===== config.mk =====
export PLATFORM = sky130hd
export DESIGN_NAME = pattern_player
export DESIGN_NICKNAME = d
export VERILOG_FILES = /design/src/rtl/pattern_player.sv
export SDC_FILE = /design/constraint.sdc
export NUM_CORES = 1
export LEC_CHECK = 0
export CAP_MARGIN = 20
export CORE_MARGIN = 2
export CORE_UTILIZATION = 50
export DETAILED_ROUTE_END_ITERATION = 16
export PLACE_DENSITY = 0.81
export SETUP_SLACK_MARGIN = 0.3
export SLEW_MARGIN = 40
export SYNTH_ARGS = -nofsm -noshare
export SYNTH_HDL_FRONTEND = slang
export SYNTH_SLANG_ARGS = --single-unit
export TNS_END_PERCENT = 5

===== constraint.sdc =====
create_clock -name clk -period 2.26 [get_ports clk]
set_clock_uncertainty 0.1 [all_clocks]
set_input_delay 0.339 -clock clk [delete_from_list [all_inputs] [get_ports clk]]
set_output_delay 0.339 -clock clk [all_outputs]
set_load 0.02 [all_outputs]

===== src/rtl/pattern_player.sv =====
// Pattern player: steps through a synchronous ROM at a prescaled rate and
// registers each word onto the pattern output. Define PATTERN_PLAYER_PINGPONG_EN
// to make the address bounce 0..LENGTH-1..0 instead of wrapping.
module pattern_player #(
  parameter int DATA_WIDTH = 10,
  parameter int ADDR_WIDTH = 8,
  parameter int LENGTH     = 16,
  parameter int TICK_DIV   = 5_000_000
) (
  input  logic                  clk,
  input  logic                  rst,
  input  logic                  run,
  input  logic [1:0]            speed,
  output logic [ADDR_WIDTH-1:0] rom_addr,
  output logic                  rom_rd,
  input  logic [DATA_WIDTH-1:0] rom_q,
  output logic [DATA_WIDTH-1:0] pattern,
  output logic                  frame_start
);

  // Wide enough for the slowest step period, TICK_DIV << 3.
  localparam int CNT_W = $clog2(TICK_DIV * 8 + 1);
  localparam logic [ADDR_WIDTH-1:0] LAST = ADDR_WIDTH'(LENGTH - 1);

  typedef enum logic [1:0] {IDLE, FETCH, WAIT, LOAD} state_t;

  state_t                  state;
  logic [CNT_W-1:0]        count;
  logic [CNT_W-1:0]        limit;
  logic                    tick;
  logic [ADDR_WIDTH-1:0]   next_addr;

  // The compare uses >= so a speed drop below the current count ticks at once.
  always_comb begin
    limit = CNT_W'(TICK_DIV) << speed;
    tick  = run && (count >= limit - 1'b1);
  end

  // NOTE: sequential state is always written with <=, so every flop samples
  // the pre-edge values and the order of statements cannot create races.
  always_ff @(posedge clk) begin
    if (rst || !run || tick) count <= '0;
    else                     count <= count + 1'b1;
  end

`ifdef PATTERN_PLAYER_PINGPONG_EN
  logic dir_down;
  logic next_dir;

  // NOTE: every always_comb output gets a default first so no path can
  // leave it unassigned and infer a latch.
  always_comb begin
    next_addr = '0;
    next_dir  = dir_down;
    if (LENGTH > 1) begin
      if (!dir_down) begin
        if (rom_addr == LAST) begin
          next_addr = rom_addr - 1'b1;
          next_dir  = 1'b1;
        end else begin
          next_addr = rom_addr + 1'b1;
        end
      end else if (rom_addr == '0) begin
        next_addr = rom_addr + 1'b1;
        next_dir  = 1'b0;
      end else begin
        next_addr = rom_addr - 1'b1;
      end
    end
  end

  always_ff @(posedge clk) begin
    if (rst)                dir_down <= 1'b0;
    else if (state == LOAD) dir_down <= next_dir;
  end
`else
  always_comb begin
    next_addr = (rom_addr == LAST) ? '0 : rom_addr + 1'b1;
  end
`endif

  // A step is IDLE -> FETCH -> WAIT -> LOAD; rom_q is captured at the end of
  // WAIT so the new pattern is visible three cycles after the tick.
  always_ff @(posedge clk) begin
    if (rst) begin
      state       <= IDLE;
      rom_addr    <= '0;
      rom_rd      <= 1'b0;
      pattern     <= '0;
      frame_start <= 1'b0;
    end else begin
      rom_rd      <= 1'b0;
      frame_start <= 1'b0;
      case (state)
        IDLE: begin
          if (tick) begin
            state  <= FETCH;
            rom_rd <= 1'b1;
          end
        end
        FETCH: state <= WAIT;
        WAIT: begin
          pattern <= rom_q;
          state   <= LOAD;
        end
        LOAD: begin
          rom_addr    <= next_addr;
          frame_start <= (rom_addr == '0);
          state       <= IDLE;
        end
        default: state <= IDLE;
      endcase
    end
  end

endmodule


Word level (Yosys, flattened, before mapping)
Cells that the tools add are included.

word-level totals
  register bits = 48
  bits of input ports = 15
  output and inout port bits = 20
  logic and storage cells = 30

operators by class
  $add $sub $neg = 3
  order comparisons = 1
  eq/ne operators = 5
  shift operators = 1
  multiplexer cells = 4
  bitwise logic cells = 2
  reductions and logical operators = 8

operators with widths
  cell                                                number
  adder 26 x 1 -> 26 bit, second input constant       1
  >= comparator 26 bit                                1
  << shifter 23 x 2 -> 26 bit, first input constant   1
  subtractor 26 x 1 -> 26 bit, second input constant  1
  adder 8 x 1 -> 8 bit, second input constant         1
  == test 8 x 4 -> 1 bit, second input constant       1
  zero test 8 bit                                     1
  2-to-1 mux 8 bit                                    1
  case mux 2 bit (4 select lines)                     1
  == test 2 bit, second input constant                2
  OR reduction 2 bit                                  2
  == test 2 x 1 -> 1 bit, second input constant       1
  zero test 2 bit                                     1
  logical OR 1 bit                                    2
  2-to-1 mux 2 bit                                    1
  inequality test 2 bit, second input constant        1
  NOT 1 bit                                           2
  logical AND 1 bit                                   1
  zero test 1 bit                                     1
  2-to-1 mux 1 bit                                    1

Longest topological paths before layout
Gate-level depths: netlist of run 1.

  depth in word-level cells = 6
  mapped depth = 10
  mapped depth without buffers = 9

Least setup slack after synthesis of run 1
No wires, ideal clock.

  kind = input -> register
  from = input speed[1]
  to = register count[15]
  arrival = 2.025 ns
  data required time = 2.022 ns
  path slack = -0.003 ns
  stages = 10
  path buffers = 1
  cell sequence = inv_1 -> ha_1 -> inv_1 -> ha_1 -> nand2_1 -> nor4_1 -> o211ai_1 -> nand3_2 -> buf_2 -> nor3_1

between the ends
  word-level cells in the longest chain between the ends = 5

ends and longest elaborated chain
  item                         RTL line  source
  start: declaration           13        input logic [1:0] speed,
  << shifter 23 x 2 -> 26 bit  35        limit = CNT_W'(TICK_DIV) << speed;
  subtractor 26 x 1 -> 26 bit  36        tick = run && (count >= limit - 1'b1);
  >= comparator 26 bit         36
  logical AND 1 bit            36
  logical OR 1 bit             42        if (rst || !run || tick) count <= '0;
  end signal: assignment       43        else count <= count + 1'b1;
  end: declaration             28        logic [CNT_W-1:0] count;

Every way passes these cells.
A chain may end at the register's enable or synchronous reset.

Final worst setup path of run 1
  from = input speed[1]
  to = register count[6]

The elaborated chain is that of the path after synthesis.

==> metrics.cfg, run 1 <==
[run_status]
status = complete, no violations

[drt]
wl_per_cell_um = 14.5
ant_nets = 0
drt_iter0_markers = 74
dr_total_vias = 2271
routed_wl_mm = 6.09
drc_errors = 0
first_pass_iters = 4
via_per_inst = 5.42

[yosys]
synth.distinct_cells = 41
ys_seq_elements = 48
syn_area_um2 = 2760
ys_async_sr_fraction_pct = 0
syn_avg_cell_area_um2 = 9.35
synth_edf_count = 0
ys.warnings.count = 0
syn_inst = 295
synthFlopType = dfxtp_1
seq_area_frac_synth_pct = 34.8
syn_nets = 343

[clock_tree]
cts.sinks = 48
cts.htree.levels = 2
cts_tree = done
cts_root_buffer = clkbuf_8
hold_buffers = 0
numCtsBuffers = 5
cts.path.max_buffers = 2
clock_latency_ps = 300
clkTransAtPathRegs_ps = 90

[sta]
worst_slew_pin_slew_ps = 619
whs_ps = 398
finalHoldViolCount = 0
setup_viol = 0
period_needed_ps = 2240
slew_violations = 0
relSlewSlack_pct = 58.7
rsz0062_at_grt = true
clock.fmax_mhz = 446
period_share_pct = 99.3

[power_and_ir_drop]
p_comb_share_pct = 9.7
netSwitchingFraction_pct = 23.4
power.switching_mw = 0.345
p_int_mw = 1.13
peakVddDrop_mv = 0.338
p_seq_share_pct = 57.6
p_per_area_nw_per_um2 = 405
clock_power_share_pct = 32.7
p_leak_nw = 1.34

[critical_path]
max_stage_delay_ps = 310
crit_slowest_cell = o211ai_1
worst_ep_arrival_time_ps = 2370
critPathKind = input port to flop
cp-end-kind = flop
start_kind = input port
crit_required_ps = 2390
critPathMaxFanout = 7
cp_top_family = compound AO/OA/AOI/OAI gates
path_buf_inv = 5
path_cells = buf_8 > buf_6 > ha_4 > inv_4 > ha_4 > a21o_1 > a211o_1 > o211ai_1 > nand3_2 > buf_6 > buf_16 > nor3_2

[floorplan]
die_y_um = 78.3
dieArea_um2 = 6130
io-pin-count = 35
row_count = 27
dieWidth_um = 78.3
start_util_pct = 51.0
core_um2 = 5410

[worst_hold_path]
hp-class = flop to flop

[place]
hpwl_mm = 4.30
dp.cells = 404
io_buffers = 34
placed_area_um2 = 3390
gp_congestion = 0.884

[grt]
globalRouteOverflowTotal = 0
grt_max_degree = 27
grt_pass1_vias = 2258
grt_pass1_wl_mm = 10.5
grt_usage_pct = 21.2
grt_antenna_before_repair = 0

[finish]
stdcell_area_um2 = 3630
layout.nets = 395
layout-drive-gt1-share_pct = 22.5
area_growth_pct = 31.7
diodes = 0
fin_cells = 419
finish.utilization_pct = 67.2
layout_commonest_cell = dfxtp_1
layout_common_cells = 47 x dfxtp_1, 32 x clkdlybuf4s50_1, 27 x ha_1, 26 x nor2_1, 21 x xnor2_1

[flow_run]
cap_violations = 0

[registers in the layout (all words and copies together), names as in the netlist]
register and count:
count 26, pattern 10, rom_addr 8, state 2, frame_start 1, rom_rd 1
[repair_timing]
action                     4_1_cts  5_1_grt
gates cloned                     1        0
setup endpoints to repair       29       29
resized for setup               20       10
buffers inserted                 7        0
pin swaps                        5        9
[synthesized netlist by cell type, drive strengths merged (2+ instances only)]
| cell type | n | area share (%) |
|---|---|---|
| dfxtp | 48 | 35 |
| ha | 33 | 15 |
| nor3 | 33 | 7.1 |
| nor2 | 26 | 3.5 |
| xnor2 | 21 | 6.7 |
| inv | 17 | 2.3 |
| nand2 | 15 | 2.0 |
| nand3 | 14 | 2.7 |
| mux2i | 13 | 4.7 |
| a21oi | 10 | 1.8 |
| xor2 | 9 | 2.9 |
| nor4 | 8 | 3.7 |
| buf | 7 | 1.9 |
| nand4 | 7 | 2.4 |
| clkbuf | 5 | 0.68 |
| o21ai | 5 | 0.91 |
| nand2b | 4 | 0.91 |
| o21bai | 3 | 0.82 |
| and4 | 2 | 0.73 |
| o211ai | 2 | 0.54 |
| or3 | 2 | 0.45 |
[through the flow]
step	worst slack [ps]	TNS (ps)	total power [mW]
after floorplan	146	0	0.934
after global placement	-655	-17480	0.986
after detailed placement	-797	-21190	0.990
after CTS	62.6	0	1.48
after global routing	-55.1	-407	1.54
final	15.5	0	1.47
[worst reg2reg max path: cells and delay by family (launching register included)]
kind,cells,cell delay (ps)
compound gates,3,740
fa+ha+maj,1,220
buf+inv,2,330
flops,1,400
simple gates,2,340
[power groups by stage]
stage	logic [mW]	clock network, mW	registers (mW)
after floorplan	0.0661	0	0.868
after global placement	0.118	0	0.868
after detailed placement	0.122	0	0.868
after CTS	0.137	0.491	0.848
after global routing	0.156	0.532	0.849
final	0.143	0.482	0.848
[cells by family after synthesis]
kind of cell / after synthesis / synth area share [%]
compound gates: 24 / 5.26
xor+xnor: 30 / 9.52
fa+ha+maj: 33 / 15.0
buf+inv: 29 / 4.85
flops: 48 / 34.8
mux: 13 / 4.72
simple gates: 118 / 25.8
[layer usage]
metal / vias up / part of all wire (%) / GRT usage [%]
li1: 1130 / - / -
met1: 1096 / 46 / 26.3
met2: 39 / 50 / 36.9
met3: 6 / 3.5 / 4.71
met4: 0 / 1.1 / 6.14
met5: - / 0 / 0
[cell type report]
type | count | area, um2
inverter | 17 | 72.6
clock inverter | 1 | 5.00
clock buffer | 6 | 72.6
fill | 432 | 1770
sequential | 48 | 962
multi-input combinational | 218 | 1870
timing repair buffer | 57 | 564
tap | 72 | 90.1
[worst paths after layout]
| check | slack [ps] | depth (start not counted) | endpoint | startpoint |
|---|---|---|---|---|
| min reg2reg | 400 | 2 | pattern[1] | pattern[1] |
| min | 400 | 2 | pattern[1] | pattern[1] |
| max reg2reg | 50 | 8 | count[6] | count[13] |
| max | 20 | 12 | count[6] | speed[1] |
Note: power is estimated with default switching activity, not from simulation.
==> inputs of run 2 (changes only) <==
DONT_BUFFER_PORTS = 1   (was not set)
PLACE_DENSITY = 0.73   (was 0.81)
==> metrics.cfg, run 2 (synthesis gave the netlist of run 1 again) <==
[place]
hpwl_mm = 4.19
placed_area_um2 = 3030
io_buffers = 0
gp_congestion = 0.862
dp.cells = 367

[run_status]
status = complete, no violations

[drt]
routed_wl_mm = 6.01
via_per_inst = 5.56
ant_nets = 0
drt_iter0_markers = 65
first_pass_iters = 4
dr_total_vias = 2124
drc_errors = 0
wl_per_cell_um = 15.7

[sta]
worst_slew_pin_slew_ps = 599
setup_viol = 0
relSlewSlack_pct = 60.0
clock.fmax_mhz = 477
finalHoldViolCount = 0
rsz0062_at_grt = true
period_needed_ps = 2090
slew_violations = 0
period_share_pct = 92.7

[critical_path]
crit_required_ps = 2390
cp-end-kind = flop
worst_ep_arrival_time_ps = 2220
r2r_setup_slack_ps = 170
cp-startpoint = count[11]
critPathMaxFanout = 8
start_kind = flop
r2r_start = count[11]
critPathKind = flop to flop

[clock_tree]
numCtsBuffers = 5
clock_latency_ps = 300
clkTransAtPathRegs_ps = 90
cts.path.max_buffers = 2
cts.sinks = 48
cts.htree.levels = 2
cts_tree = done
cts_root_buffer = clkbuf_8

[grt]
grt_pass1_vias = 2156
grt_pass1_wl_mm = 9.92
grt_max_degree = 27
grt_antenna_before_repair = 0
grt_usage_pct = 20.1
globalRouteOverflowTotal = 0

[worst_hold_path]
worstHoldStart = rst
hp-class = input port to flop

[floorplan]
start_util_pct = 51.0
core_um2 = 5410
dieArea_um2 = 6130
dieWidth_um = 78.3
row_count = 27
die_y_um = 78.3
io-pin-count = 35

[finish]
largestRegisters = count x26, pattern x10, rom_addr x8
stdcell_area_um2 = 3360
fillers = 471
largest_reg_flops = 26
top_register = count
diodes = 0
layout_commonest_cell = dfxtp_1
layout-drive-gt1-share_pct = 28.1
fin_cells = 382
layout.nets = 357
layout_common_cells = 45 x dfxtp_1, 26 x nor2_1, 25 x ha_1, 22 x nor3_2, 21 x xnor2_1
area_growth_pct = 21.9

[power_and_ir_drop]
p_leak_nw = 1.22
finalPower_mw = 1.61
peakVddDrop_mv = 0.298
p_per_area_nw_per_um2 = 478

[flow_run]
cap_violations = 0

-- run 2: cell types whose count changed in the layout (fill, tap and decap cells not counted), moves of 2 or more --
| cell | delta |
|---|---|
| dfxtp_1 | -2 |
| nor4_1 | -2 |
| ha_1 | -2 |
| nor3_1 | -5 |
| dfxtp_2 | +2 |
| inv_2 | +2 |
| nor3_2 | +4 |
| ha_2 | +2 |
| nor4_2 | +2 |
| buf_4 | -4 |
| buf_6 | -2 |
| clkdlybuf4s50_1 | -32 |
-- run 2: cell type report --
cell class	instances	area, um2	area share [%]
multi-input cells	218	1920	57.2
flip-flops and latches	48	965	28.7
well taps	72	90.1	2.68
clock buffers	6	82.6	2.46
repair buffers	19	194	5.77
inverters	17	70.1	2.08
clock inverters	2	38.8	1.15
-- run 2: critical path: stages (launching register included) --
cell      delay, ps
dfxtp_1         460
ha_1            320
a21oi_2         180
o22ai_1         110
o211ai_1        260
nand3_2         240
buf_8           230
nor3_4          110
-- run 2: final timing paths --
path            endpoint  cells past startpoint
max            count[25]                      7
min          frame_start                      1
max reg2reg    count[25]                      7
min reg2reg     count[0]                      1
-- run 2: per-layer routing --
| metal | vias to the layer above | routed length [um] | GRT usage, % |
|---|---|---|---|
| met3 | 13 | 284 | 4.02 |
| met5 | - | 0 | 0 |
| li1 | 1055 | - | - |
| met1 | 1006 | 2530 | 24.2 |
| met4 | 0 | 107 | 6.32 |
| met2 | 50 | 3080 | 35.9 |
-- run 2: stage by stage --
stage | utilization [%] | hold WS (ps) | setup TNS, ps | worst slack [ps]
after floorplan | - | 360 | 0 | 146
after global placement | 56.0 | 312 | 0 | 50.8
after detailed placement | 56.0 | 313 | -216 | -43.8
after global routing | 62.2 | 7.88 | 0 | 90.0
final | 62.2 | 12.4 | 0 | 165
after CTS | 59.0 | 1.66 | 0 | 257
-- run 2: timing repair --
item,4_1_cts,5_1_grt
buffers inserted,0,5
pin swaps,0,17
gates cloned,0,1
gates resized for setup,6,27
endpoints found under the setup margin,29,29
hold buffers,1,0
hold endpoints to repair,13,0
-- run 2: power breakdown --
part | total [mW] | switching [mW] | internal (mW)
logic | 0.108 | 0.0626 | 0.0452
registers | 0.848 | 0.00186 | 0.847
clock network | 0.652 | 0.290 | 0.362
==> inputs of run 3 (changes only) <==
ABC_AREA = 0   (was not set)
ABC_CLOCK_PERIOD_IN_PS = 2260   (was not set)
==> results of run 3 <==
Final layout, timing and power as in run 2 (identical DEF).
